$ cat src/rtl/x_uart_tx.sv
// 8N1 UART transmitter, LSB first. One byte per valid/ready handshake is framed
// as start bit, eight data bits and one stop bit at CLK_FREQ/BAUD cycles per bit.
module x_uart_tx #(
  parameter int CLK_FREQ = 100000000,
  parameter int BAUD     = 115200
) (
  input  logic       i_clk,
  input  logic       i_rst,
  input  logic       i_valid,
  input  logic [7:0] i_data,
  output logic       o_ready,
  output logic       o_tx
);

  localparam int CYCLES_PER_BIT = CLK_FREQ / BAUD;
  localparam int CNT_W = (CYCLES_PER_BIT > 1) ? $clog2(CYCLES_PER_BIT) : 1;
  localparam logic [CNT_W-1:0] CNT_LAST = CNT_W'(CYCLES_PER_BIT - 1);

  if (CYCLES_PER_BIT < 2) begin : g_bad_cfg
    $error("x_uart_tx: CLK_FREQ/BAUD must be at least 2");
  end

  typedef enum logic [1:0] {
    IDLE  = 2'd0,
    START = 2'd1,
    DATA  = 2'd2,
    STOP  = 2'd3
  } state_t;

  state_t           state;
  state_t           state_nxt;
  logic [CNT_W-1:0] baud_cnt;
  logic [CNT_W-1:0] baud_nxt;
  logic [2:0]       bit_idx;
  logic [2:0]       bit_nxt;
  logic [7:0]       shift;
  logic [7:0]       shift_nxt;
  logic             tx_nxt;
  logic             bit_end;

  always_ff @(posedge i_clk or posedge i_rst) begin
    if (i_rst) begin
      state    <= IDLE;
      baud_cnt <= '0;
      bit_idx  <= '0;
      shift    <= '0;
      o_tx     <= 1'b1;
      o_ready  <= 1'b1;
    end else begin
      state    <= state_nxt;
      baud_cnt <= baud_nxt;
      bit_idx  <= bit_nxt;
      shift    <= shift_nxt;
      o_tx     <= tx_nxt;
      o_ready  <= (state_nxt == IDLE);
    end
  end

  always_comb begin
    state_nxt = state;
    baud_nxt  = baud_cnt;
    bit_nxt   = bit_idx;
    shift_nxt = shift;
    tx_nxt    = 1'b1;
    bit_end   = (baud_cnt == CNT_LAST);

    case (state)
      IDLE: begin
        baud_nxt = '0;
        bit_nxt  = '0;
        // o_ready is high exactly in IDLE, so a valid here is an accept.
        if (i_valid) begin
          state_nxt = START;
          shift_nxt = i_data;
        end
      end
      START: begin
        if (bit_end) begin
          state_nxt = DATA;
          baud_nxt  = '0;
          bit_nxt   = '0;
        end else begin
          baud_nxt = baud_cnt + CNT_W'(1);
        end
      end
      DATA: begin
        if (bit_end) begin
          baud_nxt  = '0;
          shift_nxt = {1'b0, shift[7:1]};
          // The bit index stops at 7 rather than wrapping back to 0.
          if (bit_idx == 3'd7) begin
            state_nxt = STOP;
          end else begin
            bit_nxt = bit_idx + 3'd1;
          end
        end else begin
          baud_nxt = baud_cnt + CNT_W'(1);
        end
      end
      STOP: begin
        if (bit_end) begin
          state_nxt = IDLE;
          baud_nxt  = '0;
        end else begin
          baud_nxt = baud_cnt + CNT_W'(1);
        end
      end
      default: begin
        state_nxt = IDLE;
        baud_nxt  = '0;
        bit_nxt   = '0;
      end
    endcase

    // Line level is derived from the next state so o_tx can be registered.
    case (state_nxt)
      START:   tx_nxt = 1'b0;
      DATA:    tx_nxt = shift_nxt[0];
      default: tx_nxt = 1'b1;
    endcase
  end

endmodule
$ cat config.mk
export PLATFORM = sky130hd
export DESIGN_NAME = x_uart_tx
export DESIGN_NICKNAME = d
export VERILOG_FILES = /design/src/rtl/x_uart_tx.sv
export SDC_FILE = /design/constraint.sdc
export NUM_CORES = 1
export LEC_CHECK = 0
export CELL_PAD_IN_SITES_DETAIL_PLACEMENT = 0
export CELL_PAD_IN_SITES_GLOBAL_PLACEMENT = 2
export CORE_MARGIN = 2
export CORE_UTILIZATION = 33
export DETAILED_ROUTE_END_ITERATION = 16
export PLACE_DENSITY_LB_ADDON = 0.1
export SYNTH_ARGS = -nofsm -noshare
export SYNTH_HDL_FRONTEND = slang
export SYNTH_SLANG_ARGS = --single-unit
$ cat constraint.sdc
create_clock -name i_clk -period 1.8 [get_ports i_clk]
set_clock_uncertainty 0.15 [all_clocks]
set_input_delay 0.36 -clock i_clk [delete_from_list [all_inputs] [get_ports i_clk]]
set_output_delay 0.36 -clock i_clk [all_outputs]
set_load 0.005 [all_outputs]
# == Word-level counts from Yosys, hierarchy flattened ==
# Index checks and enable logic that the tools add are counted.
# word_totals
inputBits,11
regBits,25
output_inout_bits,2
word_cells,43
# classes
reduce_logical,7
addsub,2
mux,16
eq_ne,11
# op_table
op,count
case mux 10 bit (2 select lines),1
2-to-1 mux 8 bit,2
case mux 8 bit (2 select lines),1
"adder 10 x 1 -> 10 bit, second input constant",1
"== test 10 bit, second input constant",1
2-to-1 mux 10 bit,1
2-to-1 mux 2 bit,5
2-to-1 mux 3 bit,3
case mux 3 bit (3 select lines),1
"inequality test 2 bit, second input constant",4
case mux 2 bit (4 select lines),1
"== test 2 bit, second input constant",3
"== test 2 x 1 -> 1 bit, second input constant",2
zero test 2 bit,2
AND reduction 4 bit,1
"adder 3 x 1 -> 3 bit, second input constant",1
"== test 3 bit, second input constant",1
AND reduction 3 bit,1
nonzero test 3 bit,1
OR reduction 3 bit,1
case mux 1 bit (2 select lines),1
nonzero test 2 bit,1

# == Depth between registers and ports, before layout ==
# logic_depth
word_depth,6
ltp_mapped,6
depth_no_buf,6

# == Least setup slack after synthesis ==
# No wires, ideal clock.
# synth_path
kind,reg-to-reg
startpoint,register baud_cnt[0]
endpoint,register shift[1]
synth_period_minus_slack_ns,1.765
path_buffers,0
setup_slack_ns,0.035
stages_incl_launch_ff,6
setup_ns,0.118
required_ns,1.532
t_arrival_ns,1.497
cell_sequence,dfrtp_1 ha_1 nand4bb_4 nor4_4 nor2_2 a21o_1
# synth_between
elab_chain_cells,3
# synth_rtl
item,line,text
start: declaration,32,logic [CNT_W-1:0] baud_cnt;
start signal: assignment,51,baud_cnt <= baud_nxt;
== test 10 bit,65,bit_end = (baud_cnt == CNT_LAST);
inequality test 2 bit (no source line),n/a,
AND reduction 3 bit (no source line),n/a,
end signal: assignment,53,shift <= shift_nxt;
end: declaration,36,logic [7:0] shift;
# Every way passes these cells.
# A chain may end at the register's enable or synchronous reset.

# == Final worst setup path ==
# layout_path
startpoint,register baud_cnt[4]
endpoint,register shift[2]
# Same word-level chain as after synthesis.

==> impl_metrics.py <==
metrics = {
    "floorplan": {
        "dieArea_mm2": 0.00462,
        "die_h_um": 68.0,
        "io_pins": 13,
        "placement_rows": 23,
        "die_x_um": 68.0,
        "coreArea_mm2": 0.00397,
        "initial_utilization_pct": 34.0,
    },
    "yosys": {
        "syn_area_per_cell_um2": 10.5,
        "post_synth_main_area_contributors": "dfrtp_1 (43%), a22o_1 (5.2%), a21o_1 (5.0%), dfstp_2 (3.9%), nor2_1 (3.9%)",
        "post_synth_inst_count": 129,
        "synthDominantAreaCellType": "dfrtp_1",
        "postSynthRegisterBits": 25,
        "synthArstFlopShare_pct": 100,
        "synth_top_area_share_pct": 42.6,
        "edff_count_synth": 0,
        "number_of_distinct_library_cell_variants_in_the_gate_level_netlist_after_synthesis": 41,
        "synth_fp_nets": 143,
        "yosys_warnings": 0,
        "syn_area_mm2": 0.00135,
        "synthFlopType": "dfrtp_1",
        "yosysSeqAreaShare_pct": 46.5,
    },
    "drt": {
        "totalWireLength_um": 2830,
        "wl_per_cell_um": 13.3,
        "dr_wl_met2_um": 1420,
        "route.top_layer_used": "met4",
        "met3_wirelength_um": 72,
        "final_antenna_net_count": 0,
        "drt_iter0_markers": 61,
        "post-route-drc-count": 0,
        "via_density": 4.94,
        "routed-via-count": 1053,
        "drt_met1_wl_um": 1300,
        "drt_first_pass_iters": 4,
    },
    "sta": {
        "relative_max_transition_margin_pct": 69.6,
        "finalWorstPathRequiredPeriod_ns": 1.72,
        "fmax_mhz": 583,
        "report.final.setup_viol": 0,
        "worst_pin_slew_ns": 0.456,
        "final.period_utilization_pct": 95.3,
        "maxSlewViolCount": 0,
        "finalWorstSetupSlack_ns": 0.0841,
        "grt_setup_unrepaired": "false",
        "finalHoldViolCount": 0,
    },
    "clock_network": {
        "clkSinkCount": 25,
        "clk_pin_slew_ns": 0.09,
        "cts.htree.levels": 1,
        "cts_max_path_buffers": 2,
        "clk-insertion-delay-late_ns": 0.27,
        "post_cts.repair.setup_buffers": 0,
        "numCtsBuffers": 3,
        "tritoncts_clock_tree": "built",
        "clockRootBuffer": "clkbuf_8",
    },
    "power_and_ir_drop": {
        "p_per_area_mw_per_mm2": 540,
        "p_leak_nw": 0.849,
        "power.ir.vdd_worst_uv": 291,
    },
    "grt": {
        "first_pass_grt_wire_length_um": 4800,
        "grt_antenna_before_repair": 0,
        "first_global_vias": 1073,
        "grt_overflow_total": 0,
        "maximum_number_of_pins_on_one_net_before_global_route_repair": 15,
        "groute.usage.overall_pct": 13.9,
    },
    "critical_path": {
        "path_delay_family": "simple AND/OR/NAND/NOR gates",
        "worst-r2r-cell-count": 5,
        "worstSetupEndpointType": "flip-flop",
        "crit_path_start_kind": "flip-flop",
        "critical_path_arrival_ns": 1.73,
        "worst_ep_required_time_ns": 1.82,
        "max_stage_delay_ns": 0.46,
        "critical_path.slowest_cell": "or3b_4",
        "critical_path.max_fanout": 8,
        "worst_path_buffer_plus_inverter_count": 1,
        "path_class": "flip-flop to flip-flop",
        "crit_chain": "or3b_4 > nor4_4 > buf_4 > nor2_2 > a21o_1",
        "path_depth": 5,
    },
    "finish": {
        "layout.core_utilization_pct": 44.2,
        "num_antenna_cells": 0,
        "drive_gt1_share_pct": 25.8,
        "final_net_count": 178,
        "most_used_cells_in_the_layout_excluding_fill_and_tap_cells": "dfrtp_1 (23), buf_4 (23), nor2_1 (13), clkdlybuf4s50_1 (10), a21o_1 (9)",
        "areaGrowthSynthToFinish_pct": 29.9,
    },
    "status": {
        "run_status": "completed",
    },
    "hold_path": {
        "min-delay-path-class": "primary input to asynchronous set/reset pin",
    },
    "placement": {
        "gpl.final_weighted_congestion": 0.783,
        "place.detailed.hpwl_um": 2190,
        "count_of_input_and_output_buffers": 12,
        "dp_worst_setup_slack_ns": -0.152,
    },
    "run": {
        "cap_viol_max_count": 0,
    },
}
kinds of logic after synthesis:
logic type / after synthesis / synth area share (%)
buf+inv: 10 / 3.80
fa+ha+maj: 3 / 2.78
xor+xnor: 9 / 5.84
compound gates: 31 / 16.7
flops: 25 / 46.5
simple gates: 51 / 24.4
synthesized netlist by cell type (3+ instances only):
cell,count
dfrtp_1,23
nor2_1,14
a21o_1,9
a22o_1,8
nand2_1,7
xnor2_1,6
o21ai_0,5
a31oi_1,4
inv_1,4
nand3_1,4
and2_1,3
ha_1,3
nor4_1,3
xor2_1,3
power by group:
group | internal (mW) | switching (mW)
clock | 0.155 | 0.186
sequential | 0.561 | 0
combinational | 0.0276 | 0.0178
total | 0.744 | 0.204
cell type report:
type	count	area, um^2
fillers	398	2220
multi-input cells	94	692
flip-flops and latches	25	628
repair buffers	36	310
well taps	50	62.6
clock buffers	3	41.3
inverters	4	15.0
clock inverters	1	5.00
worst paths after layout:
kind	from	end	slack, ns
setup / recovery	baud_cnt[4]	shift[2]	0.08
setup reg to reg	baud_cnt[4]	shift[2]	0.08
hold reg to reg	shift[6]	shift[6]	0.34
hold / removal	i_rst	baud_cnt[6]	0.22
max in group asynchronous	i_rst	o_ready	0.81
min in group i_clk	shift[6]	shift[6]	0.34
flip-flops by register name (all words and copies together), names as in the netlist:
register,flops
baud_cnt,10
shift,8
bit_idx,3
state,2
o_ready,1
o_tx,1
metrics by stage:
step,power (mW),hold WS (ns),area (um^2),instances,setup TNS [ns]
after global routing,0.990,0.237,1750,213,0
after CTS,0.969,0.224,1730,213,0
after global placement,0.618,0.311,1690,209,-0.626
final,0.948,0.216,1750,213,0
after floorplan,0.583,0.236,1350,129,0
after detailed placement,0.619,0.321,1690,209,-1.13
routing by layer:
layer / up-vias / track usage (%)
met2: 10 / 24.3
met4: 0 / 5.25
met1: 511 / 17.4
li1: 528 / -
met5: - / 0
met3: 4 / 1.97
timing repair:
item / in CTS / in global routing
hold buffers: 0 / 0
endpoints found under the hold margin: 0 / 0
pin swaps: 0 / 1
resized for setup: 2 / 5
endpoints found under the setup margin: 2 / 11
No activity file was read; power rests on OpenSTA's default activity.
